<file path="src/rtl/alu_operand_fetch_if.sv">
// alu_operand_fetch_if: issue, register-file read port and ALU operand handshake bundle
interface alu_operand_fetch_if #(
  parameter int DATA_W = 16,
  parameter int ADDR_W = 3
);
  logic              start;
  logic [ADDR_W-1:0] src_a;
  logic [ADDR_W-1:0] src_b;
  logic              use_imm;
  logic [DATA_W-1:0] imm;
  logic              flush;
  logic              rf_rd_en;
  logic [ADDR_W-1:0] rf_rd_addr;
  logic [DATA_W-1:0] rf_rd_data;
  logic [DATA_W-1:0] op_a;
  logic [DATA_W-1:0] op_b;
  logic              op_valid;
  logic              op_ready;
  logic              busy;
  modport master (
    output start, src_a, src_b, use_imm, imm, flush, rf_rd_data, op_ready,
    input  rf_rd_en, rf_rd_addr, op_a, op_b, op_valid, busy
  );
  modport slave (
    input  start, src_a, src_b, use_imm, imm, flush, rf_rd_data, op_ready,
    output rf_rd_en, rf_rd_addr, op_a, op_b, op_valid, busy
  );
endinterface

</file>
<file path="src/rtl/alu_operand_fetch.sv">
// alu_operand_fetch: sequences RF reads for operands A/B (or immediate) and hands them to the ALU
module alu_operand_fetch #(
  parameter int DATA_W  = 16,
  parameter int ADDR_W  = 3,
  parameter bit R0_ZERO = 1'b1
) (
  input logic                clk,
  input logic                rst,
  alu_operand_fetch_if.slave fetch_if
);
  typedef enum logic [2:0] {IDLE, RD_A, RD_B, CAP_B, VALID} state_e;
  state_e            state_q, state_d;
  logic [ADDR_W-1:0] a_addr_q, b_addr_q;
  logic [DATA_W-1:0] imm_q, op_a_q, op_b_q, rd_a, rd_b;
  logic              use_imm_q, load;
  always_comb begin
    state_d = state_q;
    case (state_q)
      IDLE:    state_d = fetch_if.start ? RD_A : IDLE;
      RD_A:    state_d = RD_B;
      RD_B:    state_d = use_imm_q ? VALID : CAP_B;
      CAP_B:   state_d = VALID;
      VALID:   state_d = fetch_if.op_ready ? (fetch_if.start ? RD_A : IDLE) : VALID;
      default: state_d = IDLE;
    endcase
    if (fetch_if.flush) state_d = IDLE;
  end
  // RD_A is only ever entered from an accepted issue, so it doubles as the request latch strobe
  assign load = state_d == RD_A;
  assign rd_a = (R0_ZERO && a_addr_q == '0) ? '0 : fetch_if.rf_rd_data;
  assign rd_b = (R0_ZERO && b_addr_q == '0) ? '0 : fetch_if.rf_rd_data;
  always_ff @(posedge clk or posedge rst) begin
    if (rst) begin
      state_q   <= IDLE;
      a_addr_q  <= '0;
      b_addr_q  <= '0;
      imm_q     <= '0;
      use_imm_q <= 1'b0;
      op_a_q    <= '0;
      op_b_q    <= '0;
    end else begin
      state_q <= state_d;
      if (load) begin
        a_addr_q  <= fetch_if.src_a;
        b_addr_q  <= fetch_if.src_b;
        imm_q     <= fetch_if.imm;
        use_imm_q <= fetch_if.use_imm;
      end
      if (!fetch_if.flush && state_q == RD_B) begin
        op_a_q <= rd_a;
        if (use_imm_q) op_b_q <= imm_q;
      end
      if (!fetch_if.flush && state_q == CAP_B) op_b_q <= rd_b;
    end
  end
  assign fetch_if.rf_rd_en   = state_q == RD_A || (state_q == RD_B && !use_imm_q);
  assign fetch_if.rf_rd_addr = state_q == RD_A ? a_addr_q : state_q == RD_B ? b_addr_q : '0;
  assign fetch_if.op_a       = op_a_q;
  assign fetch_if.op_b       = op_b_q;
  assign fetch_if.op_valid   = state_q == VALID;
  assign fetch_if.busy       = state_q != IDLE;
endmodule

</file>
<file path="src/flat_wrapper.sv">
// flat-port wrapper written by rule: the top's interface ports become plain ports
module alu_operand_fetch_flat 
#(
  parameter int DATA_W  = 16,
  parameter int ADDR_W  = 3,
  parameter bit R0_ZERO = 1'b1
)
  (clk, rst, fetch_if_start, fetch_if_src_a, fetch_if_src_b, fetch_if_use_imm, fetch_if_imm, fetch_if_flush, fetch_if_rf_rd_data, fetch_if_op_ready, fetch_if_rf_rd_en, fetch_if_rf_rd_addr, fetch_if_op_a, fetch_if_op_b, fetch_if_op_valid, fetch_if_busy);
  alu_operand_fetch_if #(.DATA_W(DATA_W), .ADDR_W(ADDR_W)) fetch_if_i ();
  input logic clk;
  input logic rst;
  input wire logic [$bits(fetch_if_i.start)-1:0] fetch_if_start;
  input wire logic [$bits(fetch_if_i.src_a)-1:0] fetch_if_src_a;
  input wire logic [$bits(fetch_if_i.src_b)-1:0] fetch_if_src_b;
  input wire logic [$bits(fetch_if_i.use_imm)-1:0] fetch_if_use_imm;
  input wire logic [$bits(fetch_if_i.imm)-1:0] fetch_if_imm;
  input wire logic [$bits(fetch_if_i.flush)-1:0] fetch_if_flush;
  input wire logic [$bits(fetch_if_i.rf_rd_data)-1:0] fetch_if_rf_rd_data;
  input wire logic [$bits(fetch_if_i.op_ready)-1:0] fetch_if_op_ready;
  output wire logic [$bits(fetch_if_i.rf_rd_en)-1:0] fetch_if_rf_rd_en;
  output wire logic [$bits(fetch_if_i.rf_rd_addr)-1:0] fetch_if_rf_rd_addr;
  output wire logic [$bits(fetch_if_i.op_a)-1:0] fetch_if_op_a;
  output wire logic [$bits(fetch_if_i.op_b)-1:0] fetch_if_op_b;
  output wire logic [$bits(fetch_if_i.op_valid)-1:0] fetch_if_op_valid;
  output wire logic [$bits(fetch_if_i.busy)-1:0] fetch_if_busy;
  assign fetch_if_i.start = fetch_if_start;
  assign fetch_if_i.src_a = fetch_if_src_a;
  assign fetch_if_i.src_b = fetch_if_src_b;
  assign fetch_if_i.use_imm = fetch_if_use_imm;
  assign fetch_if_i.imm = fetch_if_imm;
  assign fetch_if_i.flush = fetch_if_flush;
  assign fetch_if_i.rf_rd_data = fetch_if_rf_rd_data;
  assign fetch_if_i.op_ready = fetch_if_op_ready;
  assign fetch_if_rf_rd_en = fetch_if_i.rf_rd_en;
  assign fetch_if_rf_rd_addr = fetch_if_i.rf_rd_addr;
  assign fetch_if_op_a = fetch_if_i.op_a;
  assign fetch_if_op_b = fetch_if_i.op_b;
  assign fetch_if_op_valid = fetch_if_i.op_valid;
  assign fetch_if_busy = fetch_if_i.busy;
  alu_operand_fetch #(.DATA_W(DATA_W), .ADDR_W(ADDR_W), .R0_ZERO(R0_ZERO)) u_core (.clk(clk), .rst(rst), .fetch_if(fetch_if_i));
endmodule
</file>
<file path="config.mk">
export PLATFORM = sky130hd
export DESIGN_NAME = alu_operand_fetch_flat
export DESIGN_NICKNAME = d
export VERILOG_FILES = /design/src/rtl/alu_operand_fetch_if.sv /design/src/rtl/alu_operand_fetch.sv /design/src/flat_wrapper.sv
export SDC_FILE = /design/constraint.sdc
export NUM_CORES = 1
export LEC_CHECK = 0
export BUFFER_PORTS_ARGS = -buffer_cell sky130_fd_sc_hd__buf_2
export CAP_MARGIN = 20
export CORE_MARGIN = 4
export CORE_UTILIZATION = 45
export DETAILED_ROUTE_END_ITERATION = 8
export PLACE_DENSITY = 0.74
export SETUP_SLACK_MARGIN = 0.2
export SYNTH_ARGS = -nofsm -noshare
export SYNTH_HDL_FRONTEND = slang
export SYNTH_SLANG_ARGS = --single-unit
</file>
<file path="constraint.sdc">
create_clock -name clk -period 1.8 [get_ports clk]
set_input_delay 0 -clock clk [delete_from_list [all_inputs] [get_ports clk]]
set_output_delay 0 -clock clk [all_outputs]
set_load 0.02 [all_outputs]
</file>
Word-level counts from Yosys, hierarchy flattened
Index checks and enable logic that the tools add are counted.
- flip-flop bits (word level): 58
- output and inout bits: 38
- word-level logic and storage cells: 37
- input bits: 44
- mux-type cells: 12
- reductions and logical operators: 13
- eq/ne operators: 5
- operators with widths (kind ; number):
    2-to-1 mux 16 bit ; 5
    2-to-1 mux 3 bit ; 5
    case mux 3 bit (5 select lines) ; 1
    logical NOT 3 bit ; 3
    == test 3 x 1 -> 1 bit (second input constant) ; 2
    == test 3 x 2 -> 1 bit (second input constant) ; 2
    nonzero test 2 bit ; 2
    == test 3 bit (second input constant) ; 1
    logical AND 1 bit ; 3
    nonzero test 3 bit ; 1
    logical NOT 1 bit ; 2
    AND reduction 2 bit ; 1
    logical OR 1 bit ; 1
    2-to-1 mux 1 bit ; 1

Longest topological paths before layout
Gate-level depths: netlist of run 1.
- depth after elaboration: 5
- gate-level depth with buffers: 6

Worst setup path after synthesis of run 1
OpenSTA, ideal clock, no wires.
- path type: reg-to-reg
- start point: register u_core.state_q[2]
- end point: register u_core.op_b_q[0] (netlist: u_core.fetch_if.op_b[0])
- stages on the path, launching flop included: 7
- data arrival time: 1.592 ns
- setup slack: 0.083 ns
- cells stage by stage: dfrtp_1 > buf_4 > and4bb_2 > buf_6 > buf_6 > mux2_4 > mux2_2
- word-level cells in the longest chain between the ends: 4
- elaborated cells on any way between the ends: 8
- ends and longest elaborated chain (item ; line ; source):
    start: declaration ; alu_operand_fetch.sv:12 ; state_e state_q, state_d;
    start signal: assignment ; alu_operand_fetch.sv:42 ; state_q <= state_d;
    == test 3 x 2 -> 1 bit, on equally long branches ; alu_operand_fetch.sv:53, alu_operand_fetch.sv:49 ;
    logical AND 1 bit, on equally long branches ; alu_operand_fetch.sv:53, alu_operand_fetch.sv:49 ;
    nonzero test 2 bit (no source line) ; -- ;
    AND reduction 2 bit (no source line) ; -- ;
    end signal: assignment ; alu_operand_fetch.sv:51 ; if (use_imm_q) op_b_q <= imm_q;
    end signal: assignment ; alu_operand_fetch.sv:53 ; if (!fetch_if.flush && state_q == CAP_B) op_b_q <= rd_b;
    end: declaration ; alu_operand_fetch.sv:14 ; logic [DATA_W-1:0] imm_q, op_a_q, op_b_q, rd_a, rd_b;
Several ways; a longest one is shown, not always the timed one.
A chain may end at the register's enable or synchronous reset.

Worst setup path after layout of run 1
- start point: register u_core.state_q[2]
- end point: register u_core.op_b_q[12] (netlist: u_core.fetch_if.op_b[12])
The elaborated chain is that of the path after synthesis.

==> impl_metrics.toml, run 1 <==
[status]
outcome = "finished clean"

[place]
gp_congestion = 0.7951
place_area_um2 = 3193
port_buffers = 81
placed_cells = 342
hpwl_um = 4384

[route]
vias_per_cell = 5.181
routed_wl_um = 6750
drc = 0
drt-initial-drc-count = 59
vias = 2093
drt_pass1_iterations = 4
drtAntennaViolNets = 0
wl_per_cell_um = 16.71

[clock_network]
clock_latency_ns = 0.33
clk_pin_slew_ns = 0.06
cts_tree = "done"
cts_buffer_depth = 2
htreeDepth = 3
clockRootBuffer = "clkbuf_8"
cts.sinks = 58
cts-buffers-inserted = 9

[grt]
grt.total_usage_pct = 19.32
overflow = 0
grt_pass1_vias = 2228
grt_max_degree = 36
grt_pass1_wl_um = 10760
antenna_found_initial = 0

[floorplan]
die-area_um2 = 7338
core-area_um2 = 5886
die_h_um = 85.66
rows = 28
initial_core_util_pct = 46.11
die_w_um = 85.66
io_pins = 82

[worst_setup_path]
worstPathArrival_ns = 1.79
r2r_cells = 4
cp-start-kind = "flip-flop"
r2r_slack_ns = 0.21
worstSetupPathType = "flip-flop to flip-flop"
crit_fanout = 8
cp_data_required_time_ns = 2.01
end_kind = "flip-flop"

[timing]
period_share_pct = 88.15
fin_crit_ns = 1.587
max_freq_mhz = 630.3
final.setup.tns_ns = 0
rsz0062_at_grt = "true"
tightest_slew_ns = 0.5333
slew_headroom_pct = 64.40
finalHoldViolations = 0
setup_viol = 0
hold_ws_ns = 0.05356
drv_slew = 0
skew_ns = 0.008778

[yosys]
synth_nets = 235
synthCells = 191
yosysUniqueCellTypes = 27
synth_area_um2 = 2714
avgSynthCellArea_um2 = 14.21
yosysSeqAreaShare_pct = 53.48
ys_warn_count = 0
synth-seq-cells = 58

[finish]
layout_common_cells = "buf_2 (81), dfrtp_1 (55), mux2_2 (45)"
finalNetCount = 368
diodes = 0
fin_area_um2 = 3899
final_cells = 404
layout_commonest_cell = "buf_2"
fillCellCount = 439
synthToLayoutAreaGrowth_pct = 43.66
drive_gt1_share_pct = 56.53

[hold_path]
min_path_type = "input pin to flip-flop"
whs_path_depth = 4

[power]
p_per_area_nw_per_um2 = 1373
leakage_uw = 0.001858
peakVddDrop_v = 0.0008357

[run]
max_cap_violations = 0
-- stage by stage --
step / utilization (%) / power, uW / worst slack (ns)
after floorplan: - / 3407 / 0.1029
after global placement: 54.25 / 4009 / 0.06814
after detailed placement: 54.25 / 4075 / 0.02034
after CTS: 65.28 / 5364 / 0.1953
after global routing: 66.24 / 5637 / 0.1690
final: 66.24 / 5355 / 0.2134
-- registers in the layout (all words and copies together) (netlist names) --
register	count
u_core.fetch_if.op_a	16
u_core.a_addr_q	3
u_core.b_addr_q	3
u_core.state_q	3
u_core.use_imm_q	1
u_core.fetch_if.op_b	16
u_core.imm_q	16
-- per-layer routing --
layer	vias up	part of all wire (%)	routed length [um]	track usage [%]
li1	981	-	-	-
met1	1029	42	2803	22.19
met2	65	51	3442	33.97
met3	18	4.6	311	3.554
met4	0	2.8	192	10.36
met5	-	0	0	0
-- final cells by class --
cell class | count | area (um2) | share of cell area, %
flip-flops and latches | 58 | 1455 | 37.32
clock inverters | 2 | 35.03 | 0.8986
well taps | 75 | 93.84 | 2.407
inverters | 4 | 15.01 | 0.3851
repair buffers | 138 | 979.7 | 25.13
multi-input cells | 113 | 1157 | 29.69
clock buffers | 14 | 162.7 | 4.172
-- cells in the mapped netlist, drive strengths merged --
library cell / count / share of area, %
dfrtp: 58 / 53
mux2: 55 / 24
a22o: 16 / 5.6
o31a: 16 / 5.2
buf: 12 / 3.8
nor2: 6 / 1.4
clkbuf: 5 / 0.69
inv: 4 / 0.55
a22oi: 3 / 0.83
nor3: 3 / 0.55
a21oi: 2 / 0.37
nor2b: 2 / 0.46
and4bb: 1 / 0.46
nand2: 1 / 0.14
nand2b: 1 / 0.23
nand4: 1 / 0.23
o2111ai: 1 / 0.55
o211ai: 1 / 0.28
o21ai: 1 / 0.18
or3: 1 / 0.23
or4b: 1 / 0.51
-- worst paths after layout --
kind,startpoint,endpoint
max in group asynchronous,rst,u_core.b_addr_q[0]$_DFFE_PP0N_
min in group asynchronous,rst,u_core.fetch_if.op_b[11]$_DFFE_PP0P_
max reg2reg,u_core.state_q[2]$_DFF_PP0_,u_core.fetch_if.op_b[12]$_DFFE_PP0P_
min reg2reg,u_core.fetch_if.op_a[10]$_DFFE_PP0P_,u_core.fetch_if.op_a[10]$_DFFE_PP0P_
max,u_core.state_q[2]$_DFF_PP0_,u_core.fetch_if.op_b[12]$_DFFE_PP0P_
min,fetch_if_op_ready,u_core.state_q[2]$_DFF_PP0_
-- where the power goes --
group          switching, uW  leakage [uW]  total, uW  internal [uW]
clock                    491      0.000101       1210            715
combinational           1000       0.00105       1990            987
sequential               348      0.000710       2160           1810
-- worst max-delay path: stages (launching register included) --
cell	delay, ns
dfrtp_1	0.39
and4bb_2	0.34
buf_8	0.15
mux2_2	0.33
mux2_2	0.26
-- logic make-up after synthesis --
logic type,Yosys count,share of synthesized area [%]
AO/OA/AOI/OAI,40,13.00
buffers and inverters,21,5.071
flip-flops,58,53.48
multiplexers,55,24.20
AND/OR/NAND/NOR,17,4.242
-- timing repair --
action | 4_1_cts | 5_1_grt
setup buffers | 2 | 2
gates cloned | 0 | 1
hold endpoints to repair | 64 | 0
pin swaps | 2 | 2
setup endpoints to repair | 32 | 33
gates resized for setup | 7 | 5
hold buffers | 41 | 0
Power figures use the tool's default switching activity.
==> inputs of run 2 (changes only) <==
- CELL_PAD_IN_SITES_DETAIL_PLACEMENT: not set -> 1
- CELL_PAD_IN_SITES_GLOBAL_PLACEMENT: not set -> 1
- CORE_UTILIZATION: 45 -> 37
- PLACE_DENSITY: 0.74 -> not set
- PLACE_DENSITY_LB_ADDON: not set -> 0.1
- SETUP_SLACK_MARGIN: 0.2 -> 0.4
==> impl_metrics.toml, run 2 (synthesized netlist as in run 1, its figures left out) <==
[grt]
antenna_found_initial = 0
grt_max_degree = 31
grt_pass1_wl_um = 12990
grt.total_usage_pct = 19.73
grt_pass1_vias = 2357
overflow = 0

[power]
comb_power_share_pct = 39.4
internal-power_uw = 3552
switching_share_pct = 36.13
p_per_area_nw_per_um2 = 1322
clock_power_share_pct = 21.3
p_sw_uw = 2009
finalPower_uw = 5561
seq_power_share_pct = 39.3
leakage_uw = 0.001973
peakVddDrop_v = 0.0005734

[finish]
layout_commonest_cell = "buf_2"
final_util_pct = 60.58
synthToLayoutAreaGrowth_pct = 55.00
diodes = 0
fin_area_um2 = 4207
finalNetCount = 380
drive_gt1_share_pct = 61.88
layout_common_cells = "buf_2 (77), dfrtp_1 (56), mux2_2 (45)"

[status]
outcome = "finished clean"

[worst_setup_path]
cp_data_required_time_ns = 2.02
cp-start-kind = "flip-flop"
worstSetupPathType = "flip-flop to flip-flop"
path_buf_inv = 1
r2r_cells = 4
path_cells = "and4bb_2, buf_12, mux2_2, mux2_2"
r2r_start = "u_core.state_q[2]$_DFF_PP0_"
r2r_slack_ns = 0.12
end_kind = "flip-flop"
slowest_delay_ns = 0.42
r2r_end = "u_core.fetch_if.op_b[13]$_DFFE_PP0P_"
worstPathArrival_ns = 1.90
critical_path.most_common_cell = "mux2_2"
cp_slowest_cell = "dfrtp_1"
path_delay_family = "multiplexers"
crit_fanout = 13

[timing]
finalHoldViolations = 0
rsz0062_at_grt = "true"
max_freq_mhz = 593.8
skew_ns = 0.01530
final.setup.tns_ns = 0
drv_slew = 0
period_share_pct = 93.57
setup_viol = 0
slew_headroom_pct = 55.69
tightest_slew_ns = 0.6632
fin_crit_ns = 1.684

[clock_network]
cts.sinks = 58
cts-buffers-inserted = 9
cts_tree = "done"
clockRootBuffer = "clkbuf_8"
clock_latency_ns = 0.35
cts_buffer_depth = 2
htreeDepth = 3
clk_pin_slew_ns = 0.07

[route]
drt_pass1_iterations = 4
routed_wl_um = 8353
vias = 2184
drtAntennaViolNets = 0
vias_per_cell = 4.998
wl_per_cell_um = 19.11
drc = 0
drt-initial-drc-count = 47

[hold_path]
min_from = "fetch_if_op_ready"
whs_endpoint = "u_core.state_q[2]$_DFF_PP0_"
min_path_type = "input pin to flip-flop"
whs_path_depth = 4

[floorplan]
die-area_um2 = 8769
core-area_um2 = 6944
die_h_um = 93.65
initial_core_util_pct = 39.08
die_w_um = 93.65
io_pins = 82
rows = 30

[place]
hpwl_um = 4953
place_area_um2 = 3276
gp_congestion = 0.7668
port_buffers = 81

[run]
max_cap_violations = 0
## run 2: worst register-to-register path, cell delays in order, from the launching register on
cell,delay [ns]
dfrtp_1,0.42
and4bb_2,0.38
buf_12,0.17
mux2_2,0.34
mux2_2,0.26
## run 2: per-stage QoR
| step | hold slack, ns | setup slack (ns) | cells |
|---|---|---|---|
| 5_1_grt | 0.06666 | 0.06274 | 437 |
| 3_5_place_dp | 0.1295 | 0.1451 | 363 |
| 2_1_floorplan | 0.06314 | 0.1029 | 191 |
| 4_1_cts | 0.02247 | 0.1434 | 432 |
| 3_3_place_gp | 0.1379 | 0.1590 | 363 |
| 6_report | 0.04555 | 0.1158 | 437 |
## run 2: routing by layer
metal	vias to the layer above	global-route usage (%)	wire, um
met5	-	0	0
met1	1100	25.93	3786
met3	8	4.666	386
met4	0	6.137	85
met2	73	32.22	4095
li1	1003	-	-
## run 2: power groups by stage
stage,Combinational [uW],Clock [uW],Sequential [uW]
after floorplan,940,0,2500
after global placement,1910,0,2200
after detailed placement,1940,0,2200
after CTS,2130,1210,2180
after global routing,2340,1280,2250
final,2190,1180,2180
## run 2: cell type report
| class | count | area [um2] |
|---|---|---|
| Fill cell | 680 | 2738 |
| Tap cell | 96 | 120.1 |
| Inverter | 4 | 18.77 |
| Timing Repair Buffer | 150 | 1191 |
| Clock inverter | 7 | 70.07 |
| Sequential cell | 58 | 1454 |
| Clock buffer | 9 | 123.9 |
| Multi-Input combinational cell | 113 | 1229 |
## run 2: how the worst max path moves through the flow
| stage | startpoint | end | slack, ns | cells after the start |
|---|---|---|---|---|
| 2_1_floorplan | u_core.state_q[2]$_DFF_PP0_ | u_core.fetch_if.op_b[0]$_DFFE_PP0P_ | 0.10 | 6 |
| 3_3_place_gp | u_core.b_addr_q[2]$_DFFE_PP0N_ | u_core.fetch_if.op_b[12]$_DFFE_PP0P_ | 0.16 | 3 |
| 3_5_place_dp | u_core.state_q[2]$_DFF_PP0_ | u_core.fetch_if.op_a[3]$_DFFE_PP0P_ | 0.15 | 3 |
| 4_1_cts | u_core.state_q[2]$_DFF_PP0_ | u_core.fetch_if.op_b[13]$_DFFE_PP0P_ | 0.14 | 4 |
| 5_1_grt | u_core.state_q[2]$_DFF_PP0_ | u_core.fetch_if.op_b[11]$_DFFE_PP0P_ | 0.06 | 4 |
| 6_report | u_core.state_q[2]$_DFF_PP0_ | u_core.fetch_if.op_b[13]$_DFFE_PP0P_ | 0.12 | 4 |
## run 2: what timing repair did
action | CTS | global route
cloned | 3 | 0
endpoints found under the hold margin | 69 | 0
gates resized for setup | 18 | 23
hold buffers | 41 | 0
buffers inserted | 9 | 5
pin swaps | 8 | 5
endpoints found under the setup margin | 59 | 62
